--- src/rtl/cursor_controller.sv ---
// ---------------------------------------------------------------------------
// cursor_controller
//
// Keeps the terminal cursor row/column registers in step with decoded VT52
// cursor commands. Moves clamp at the screen edges. LOAD_ROW/LOAD_COL give
// direct addressing. LF at the bottom row and RLF at the top row request a
// scroll from the video memory scroller over a level req / pulse ack handshake.
//
// Optional feature macro: CURSOR_AUTOWRAP_EN
//   defined   : ADVANCE at the last column wraps col to 0 and performs an LF
//               (row+1, or a scroll-up request on the bottom row).
//   undefined : ADVANCE at the last column holds the cursor (genuine VT52).
//
// Ports
//   clk        in   system clock, rising edge
//   clr_n      in   synchronous active-low reset
//   cmd_valid  in   command present on cmd/arg
//   cmd_ready  out  command accepted this cycle (IDLE state, unregistered decode)
//   cmd        in   4-bit command code (0..10 defined, 11..15 NOP)
//   arg        in   zero-based argument for LOAD_ROW / LOAD_COL
//   row        out  current cursor row    (registered)
//   col        out  current cursor column (registered)
//   scroll_req out  scroll request level, held until scroll_ack
//   scroll_dir out  0 = scroll up, 1 = scroll down
//   scroll_ack in   scroller finished; only honoured while a request is pending
// ---------------------------------------------------------------------------
module cursor_controller #(
  parameter int ROWS     = 24,
  parameter int COLS     = 80,
  parameter int ROW_BITS = 5,
  parameter int COL_BITS = 7
) (
  input  logic                clk,
  input  logic                clr_n,
  input  logic                cmd_valid,
  output logic                cmd_ready,
  input  logic [3:0]          cmd,
  input  logic [7:0]          arg,
  output logic [ROW_BITS-1:0] row,
  output logic [COL_BITS-1:0] col,
  output logic                scroll_req,
  output logic                scroll_dir,
  input  logic                scroll_ack
);

  localparam logic [3:0] C_UP      = 4'd0;
  localparam logic [3:0] C_DOWN    = 4'd1;
  localparam logic [3:0] C_LEFT    = 4'd2;
  localparam logic [3:0] C_RIGHT   = 4'd3;
  localparam logic [3:0] C_HOME    = 4'd4;
  localparam logic [3:0] C_CR      = 4'd5;
  localparam logic [3:0] C_LF      = 4'd6;
  localparam logic [3:0] C_ADVANCE = 4'd7;
  localparam logic [3:0] C_LDROW   = 4'd8;
  localparam logic [3:0] C_LDCOL   = 4'd9;
  localparam logic [3:0] C_RLF     = 4'd10;

  // Increments are formed one bit wider than the field so the carry is
  // visible when compared against the last valid position.
  localparam logic [ROW_BITS:0] ROW_LAST = (ROW_BITS+1)'(ROWS-1);
  localparam logic [COL_BITS:0] COL_LAST = (COL_BITS+1)'(COLS-1);

  // Comparison width for LOAD_*: wide enough for both the 8-bit argument
  // and the limit, so a large arg never aliases into range.
  localparam int RAW = (ROW_BITS + 1 > 8) ? ROW_BITS + 1 : 8;
  localparam int CAW = (COL_BITS + 1 > 8) ? COL_BITS + 1 : 8;
  localparam logic [RAW-1:0] ROW_LIM = RAW'(ROWS-1);
  localparam logic [CAW-1:0] COL_LIM = CAW'(COLS-1);

  typedef enum logic {S_IDLE = 1'b0, S_SCROLL = 1'b1} state_t;

  state_t              r_state;
  logic [ROW_BITS-1:0] r_row;
  logic [COL_BITS-1:0] r_col;
  logic                r_scroll_req;
  logic                r_scroll_dir;

  logic [ROW_BITS:0]   w_row_inc;
  logic [COL_BITS:0]   w_col_inc;
  logic [RAW-1:0]      w_arg_row;
  logic [CAW-1:0]      w_arg_col;
  logic [ROW_BITS-1:0] w_row_nxt;
  logic [COL_BITS-1:0] w_col_nxt;
  logic                w_scroll;
  logic                w_dir;

  assign w_row_inc = {1'b0, r_row} + 1'b1;
  assign w_col_inc = {1'b0, r_col} + 1'b1;
  assign w_arg_row = RAW'(arg);
  assign w_arg_col = CAW'(arg);

  // Next cursor position and scroll decision for the command on cmd/arg.
  always_comb begin
    w_row_nxt = r_row;
    w_col_nxt = r_col;
    w_scroll  = 1'b0;
    w_dir     = 1'b0;
    case (cmd)
      C_UP:    if (r_row != '0) w_row_nxt = r_row - 1'b1;
      C_DOWN:  if (w_row_inc <= ROW_LAST) w_row_nxt = ROW_BITS'(w_row_inc);
      C_LEFT:  if (r_col != '0) w_col_nxt = r_col - 1'b1;
      C_RIGHT: if (w_col_inc <= COL_LAST) w_col_nxt = COL_BITS'(w_col_inc);
      C_HOME: begin
        w_row_nxt = '0;
        w_col_nxt = '0;
      end
      C_CR:    w_col_nxt = '0;
      C_LF: begin
        if (w_row_inc <= ROW_LAST) w_row_nxt = ROW_BITS'(w_row_inc);
        else                       w_scroll  = 1'b1;
      end
      C_ADVANCE: begin
        if (w_col_inc <= COL_LAST) begin
          w_col_nxt = COL_BITS'(w_col_inc);
        end else begin
`ifdef CURSOR_AUTOWRAP_EN
          // Wrap: column restarts immediately, the line feed either moves
          // down or asks the scroller to make room on the bottom row.
          w_col_nxt = '0;
          if (w_row_inc <= ROW_LAST) w_row_nxt = ROW_BITS'(w_row_inc);
          else                       w_scroll  = 1'b1;
`else
          w_col_nxt = r_col;
`endif
        end
      end
      C_LDROW: w_row_nxt = (w_arg_row > ROW_LIM) ? ROW_BITS'(ROWS-1) : ROW_BITS'(arg);
      C_LDCOL: w_col_nxt = (w_arg_col > COL_LIM) ? COL_BITS'(COLS-1) : COL_BITS'(arg);
      C_RLF: begin
        if (r_row != '0) begin
          w_row_nxt = r_row - 1'b1;
        end else begin
          w_scroll = 1'b1;
          w_dir    = 1'b1;
        end
      end
      default: ;  // codes 11..15: NOP
    endcase
  end

  always_ff @(posedge clk) begin
    if (!clr_n) begin
      r_state      <= S_IDLE;
      r_row        <= '0;
      r_col        <= '0;
      r_scroll_req <= 1'b0;
      r_scroll_dir <= 1'b0;
    end else begin
      case (r_state)
        S_IDLE: begin
          // scroll_ack is deliberately ignored here.
          if (cmd_valid) begin
            r_row <= w_row_nxt;
            r_col <= w_col_nxt;
            if (w_scroll) begin
              r_state      <= S_SCROLL;
              r_scroll_req <= 1'b1;
              r_scroll_dir <= w_dir;
            end
          end
        end
        S_SCROLL: begin
          // Direction stays put for the whole request.
          if (scroll_ack) begin
            r_state      <= S_IDLE;
            r_scroll_req <= 1'b0;
          end
        end
        default: begin
          r_state      <= S_IDLE;
          r_scroll_req <= 1'b0;
        end
      endcase
    end
  end

  assign cmd_ready  = (r_state == S_IDLE);
  assign row        = r_row;
  assign col        = r_col;
  assign scroll_req = r_scroll_req;
  assign scroll_dir = r_scroll_dir;

endmodule

--- config.mk ---
export PLATFORM = sky130hd
export DESIGN_NAME = cursor_controller
export DESIGN_NICKNAME = d
export VERILOG_FILES = /design/src/rtl/cursor_controller.sv
export SDC_FILE = /design/constraint.sdc
export NUM_CORES = 1
export LEC_CHECK = 0
export CAP_MARGIN = 30
export CORE_UTILIZATION = 57
export CTS_BUF_LIST = sky130_fd_sc_hd__clkbuf_4
export DETAILED_ROUTE_END_ITERATION = 12
export MAX_ROUTING_LAYER = met4
export PLACE_DENSITY = 0.87
export SYNTH_ARGS = -nofsm -noshare
export SYNTH_HDL_FRONTEND = slang
export SYNTH_SLANG_ARGS = --single-unit
--- constraint.sdc ---
create_clock -name clk -period 3.3 [get_ports clk]
set_input_delay 0.99 -clock clk [delete_from_list [all_inputs] [get_ports clk]]
set_output_delay 0.99 -clock clk [all_outputs]
set_load 0.005 [all_outputs]
==> flow_summary.html, run 1 <==
<table>
<tr><th>Metric</th><th>Value</th></tr>
<tr><th colspan="2">Outcome</th></tr>
<tr><td>Result of the run</td><td>finished, final reports clean</td></tr>
<tr><th colspan="2">Synth</th></tr>
<tr><td>Cells taking the most area after synthesis</td><td>dfxtp_1 (20%), ha_1 (4.9%), o21ai_0 (4.9%)</td></tr>
<tr><td>Number of enable-type register cells in the synthesized netlist</td><td>0</td></tr>
<tr><td>Most frequently used cell type in the post-synthesis netlist</td><td>nand2_1</td></tr>
<tr><td>Most frequent cells after synthesis</td><td>nand2_1 (16), dfxtp_1 (15), nor2_1 (15), o21ai_0 (15)</td></tr>
<tr><td>Flip-flop cell with the highest count after synthesis</td><td>dfxtp_1</td></tr>
<tr><td>Synth area leader</td><td>dfxtp_1</td></tr>
<tr><td>Synthesis Warnings</td><td>0</td></tr>
<tr><td>Cells after synthesis</td><td>a little over 200</td></tr>
<tr><td>Flop and latch count out of synthesis</td><td>15</td></tr>
<tr><td>Synth async-reset ratio</td><td>0%</td></tr>
<tr><td>Net count after synthesis</td><td>roughly 220</td></tr>
<tr><td>Combined area of all synthesized cells</td><td>1525 µm²</td></tr>
<tr><td>Area share of the leading cell type in the synthesized netlist</td><td>slightly below 20%</td></tr>
<tr><td>Count of cell types in the netlist</td><td>59</td></tr>
<tr><td>Fraction of the yosys area taken by sequential cells</td><td>between 10% and 20%</td></tr>
<tr><td>Mean post-synth cell area</td><td>~7.6 µm²</td></tr>
<tr><th colspan="2">Floorplan</th></tr>
<tr><td>Floorplan Core Area</td><td>about 2500 µm²</td></tr>
<tr><td>Total I/O pin count</td><td>31</td></tr>
<tr><td>Die width</td><td>roughly 54 µm</td></tr>
<tr><td>DIE HEIGHT</td><td>about 54 µm</td></tr>
<tr><td>Initial standard-cell utilization of the core</td><td>slightly above 60%</td></tr>
<tr><td>Die outline area</td><td>roughly 2900 µm²</td></tr>
<tr><td>Row count</td><td>18</td></tr>
<tr><th colspan="2">Pwr</th></tr>
<tr><td>Combinational group share of total power</td><td>36.4%</td></tr>
<tr><td>Cell-internal power</td><td>between 300 and 400 µW</td></tr>
<tr><td>Net load switching power</td><td>~180 µW</td></tr>
<tr><td>Total leakage power</td><td>0.6693 nW</td></tr>
<tr><td>Highest ir drop seen on vdd</td><td>between 200 and 300 µV</td></tr>
<tr><td>Net switching fraction of the power</td><td>between 30% and 40%</td></tr>
<tr><td>Clock group share of total power</td><td>a little under a quarter</td></tr>
<tr><td>Seq pwr share</td><td>between 40% and 50%</td></tr>
<tr><td>Power Dens Cells</td><td>approximately 280 nW/µm²</td></tr>
<tr><th colspan="2">Detailed routing</th></tr>
<tr><td>Violation count after the first detailed-route iteration</td><td>49</td></tr>
<tr><td>Routed via count</td><td>around 1600</td></tr>
<tr><td>DRC Markers</td><td>0</td></tr>
<tr><td>Average wire length per cell after detail routing</td><td>between 15 and 20 µm</td></tr>
<tr><td>Post-detailed-route via-to-cell ratio</td><td>around 6.3</td></tr>
<tr><td>Initial DRT Pass Iterations</td><td>4</td></tr>
<tr><td>Post-route ant nets</td><td>0</td></tr>
<tr><td>Drt total wl</td><td>slightly above 4000 µm</td></tr>
<tr><th colspan="2">STA</th></tr>
<tr><td>Rel. slew slack</td><td>approximately half</td></tr>
<tr><td>Pins over their slew limit</td><td>0</td></tr>
<tr><td>Final setup vio count</td><td>0</td></tr>
<tr><td>Number of hold violations in the final report</td><td>0</td></tr>
<tr><td>Unrepaired setup endpoints after global routing</td><td>false</td></tr>
<tr><td>Highest achievable clock rate</td><td>351.1 MHz</td></tr>
<tr><td>Post-Route Setup TNS</td><td>0 ns</td></tr>
<tr><td>Tightest Pin Transition</td><td>0.7532 ns</td></tr>
<tr><td>Fin Clk Skew</td><td>~0.0064 ns</td></tr>
<tr><td>Min Tclk post-route</td><td>roughly 2.8 ns</td></tr>
<tr><td>Fin crit share</td><td>86.31%</td></tr>
<tr><th colspan="2">Worst setup path</th></tr>
<tr><td>CP max stage cell</td><td>clkdlybuf4s50_1</td></tr>
<tr><td>Longest individual stage delay on the worst path</td><td>0.61 ns</td></tr>
<tr><td>Count of buffer and inverter cells on the critical path</td><td>1</td></tr>
<tr><td>Sort of element at the end of the critical path</td><td>flip-flop</td></tr>
<tr><td>Chain of cells forming the critical path</td><td>clkdlybuf4s50_1 -&gt; and3b_1 -&gt; o21a_1 -&gt; a221o_1 -&gt; o21ai_0 -&gt; a21oi_1</td></tr>
<tr><td>Slack of the worst reg-to-reg path</td><td>between 0.9 and 1 ns</td></tr>
<tr><td>Arrival time at the worst endpoint</td><td>around 3.0 ns</td></tr>
<tr><td>Crit path launch type</td><td>input port</td></tr>
<tr><td>Kind of cell adding the most delay to the critical path</td><td>compound AO/OA/AOI/OAI gates</td></tr>
<tr><td>Required time at the endpoint of the critical path</td><td>between 3 and 4 ns</td></tr>
<tr><td>Path type of the worst setup path</td><td>input port to flip-flop</td></tr>
<tr><td>Worst r2r path cells</td><td>6</td></tr>
<tr><td>Number of cells on the critical path</td><td>6</td></tr>
<tr><td>CP Max Fanout</td><td>12</td></tr>
<tr><th colspan="2">Finish</th></tr>
<tr><td>Post-route standard cell area excluding fillers</td><td>~1800 µm²</td></tr>
<tr><td>Final layout net count</td><td>between 200 and 300</td></tr>
<tr><td>Share of layout cells above drive strength 1</td><td>~10%</td></tr>
<tr><td>Number of diodes added for antenna fixing</td><td>0</td></tr>
<tr><td>Layout overhead on the synthesized area</td><td>20.84%</td></tr>
<tr><td>Final cell utilization of the core</td><td>between 70% and 80%</td></tr>
<tr><th colspan="2">CTS</th></tr>
<tr><td>Post-cts hold buffer count</td><td>0</td></tr>
<tr><td>Setup repair bufs after CTS</td><td>0</td></tr>
<tr><td>Clock Sink Count</td><td>15</td></tr>
<tr><td>Total clock buffers created by CTS</td><td>3</td></tr>
<tr><td>Clock slew seen by the registers of the worst setup and hold paths</td><td>~0.1 ns</td></tr>
<tr><td>H-Tree Level Count</td><td>1</td></tr>
<tr><td>CTS max path bufs</td><td>2</td></tr>
<tr><td>Root Buffer Master</td><td>clkbuf_4</td></tr>
<tr><td>Clock tree from TritonCTS</td><td>built</td></tr>
<tr><td>CTS resizes</td><td>0</td></tr>
<tr><td>Clock latency at the later pin of the worst-skew pair</td><td>0.28 ns</td></tr>
<tr><th colspan="2">Global routing</th></tr>
<tr><td>Vias in the first global route</td><td>roughly 1400</td></tr>
<tr><td>Largest net degree at the start of global routing</td><td>14</td></tr>
<tr><td>Total routing usage reported by global routing</td><td>around a third</td></tr>
<tr><td>Grt total ovfl</td><td>0</td></tr>
<tr><td>Global-route wire length before repair</td><td>6403 µm</td></tr>
<tr><td>Number of antenna violations at the first check in global routing</td><td>0</td></tr>
<tr><th colspan="2">Placement</th></tr>
<tr><td>Placed cell areas</td><td>around 1800 µm²</td></tr>
<tr><td>Detailed-placement wirelength estimate</td><td>around 3200 µm</td></tr>
<tr><td>Quantity of I/O buffers inserted on ports</td><td>30</td></tr>
<tr><td>Routability congestion estimate</td><td>between 0.9 and 1</td></tr>
<tr><th colspan="2">Job</th></tr>
<tr><td>Max-cap viol count</td><td>0</td></tr>
<tr><th colspan="2">Min path</th></tr>
<tr><td>Instance count along the most critical hold path</td><td>2</td></tr>
<tr><td>Worst hold-check path type</td><td>flip-flop to flip-flop</td></tr>
</table>
==> kinds of logic (layout without fill, tap and decap cells) <==
| logic type | after synthesis | in the layout | share of synthesized area (%) |
|---|---|---|---|
| flops | 15 | 15 | 19.69 |
| mux | 2 | 2 | 1.395 |
| simple gates | 80 | 80 | 28.47 |
| xor+xnor | 9 | 9 | 5.168 |
| buf+inv | 23 | 50 | 8.695 |
| compound gates | 67 | 67 | 31.67 |
| fa+ha+maj | 6 | 6 | 4.922 |
==> worst min-delay path, stage by stage (launching register included) <==
cell	delay, ns
dfxtp_1	0.33
o21ai_0	0.07
a21oi_1	0.06
==> placed cells by master (no fill, tap or decap), types with 2 or more instances in the layout <==
master / instances
a211oi_1: 4
xnor2_1: 5
or3_1: 2
nand3_1: 14
nand4_1: 2
ha_1: 6
o2bb2ai_1: 2
a22oi_1: 4
o21ai_1: 2
nand2b_1: 5
dfxtp_1: 15
o21a_1: 3
buf_4: 6
nor3_1: 8
nand2_1: 16
nor2_1: 15
xor2_1: 4
a21oi_1: 14
a21o_1: 2
clkbuf_4: 4
inv_1: 9
nor2b_1: 3
and3_4: 2
and3_1: 3
o21ai_0: 15
a21boi_0: 2
clkdlybuf4s50_1: 30
nand3b_1: 2
==> cell type report <==
type	count	area [µm²]
clock buffers	4	30.03
fillers	215	656.9
inverters	10	37.54
multi-input cells	164	1092
flip-flops and latches	15	300.3
well taps	30	37.54
repair buffers	36	345.3
==> flip-flops by register name (all words and copies together) (netlist names) <==
name,flops
r_state,1
scroll_dir,1
scroll_req,1
col,7
row,5
==> metal layers <==
layer  GRT usage, %  up-vias  part of all wire, %
met1          35.19      772                   44
met2          56.17       57                   51
met3          3.672        4                  3.9
li1               -      802                    -
met4          11.40        0                 0.87
met5              -        -                    0
==> worst paths after layout <==
| kind | end | start |
|---|---|---|
| setup / recovery | row[2] | cmd[2] |
| hold / removal | scroll_dir | scroll_dir |
| setup reg to reg | col[2] | col[1] |
| hold reg to reg | scroll_dir | scroll_dir |
==> stage by stage <==
step | hold slack, ns | cells | power [mW] | setup WS, ns
floorplan | 0.4783 | 202 | 0.3363 | 0.9387
global placement | 0.4792 | 255 | 0.3973 | 0.2808
detailed placement | 0.4920 | 255 | 0.4024 | 0.1502
CTS | 0.5060 | 259 | 0.5209 | 0.4664
global route | 0.5541 | 259 | 0.5492 | 0.3777
finish | 0.5005 | 259 | 0.5195 | 0.4517
==> power groups by stage <==
| stage | clock [mW] | combinational [mW] | sequential, mW |
|---|---|---|---|
| 2_1_floorplan | 0 | 0.129 | 0.207 |
| 4_1_cts | 0.122 | 0.188 | 0.211 |
| 5_1_grt | 0.127 | 0.209 | 0.214 |
| 3_3_place_gp | 0 | 0.182 | 0.215 |
| 6_report | 0.118 | 0.189 | 0.212 |
| 3_5_place_dp | 0 | 0.187 | 0.215 |
(Power assumes the default switching activity.)
==> inputs of run 2 (changes only) <==
==> constraint.sdc (replaced) <==
create_clock -name clk -period 3.3 [get_ports clk]
set_input_delay 0.99 -clock clk [delete_from_list [all_inputs] [get_ports clk]]
set_output_delay 0.99 -clock clk [all_outputs]
set_load 0.05 [all_outputs]
==> results of run 2 <==
The final DEF is identical to that of run 1. Status: finished, final reports clean.
Main changes from that run: total power 0.5195 mW -> 0.5524 mW; worst IR drop on VDD 261.9 µV -> 270.4 µV
==> inputs of run 3 (changes only) <==
--- a/config.mk
+++ b/config.mk
@@ -14,3 +14,4 @@
 export SYNTH_ARGS = -nofsm -noshare
 export SYNTH_HDL_FRONTEND = slang
 export SYNTH_SLANG_ARGS = --single-unit
+export TNS_END_PERCENT = 5
==> results of run 3 <==
The final DEF is identical to that of run 1. Status: finished, final reports clean.
Main changes from that run: total power 0.5195 mW -> 0.5524 mW; worst IR drop on VDD 261.9 µV -> 270.4 µV
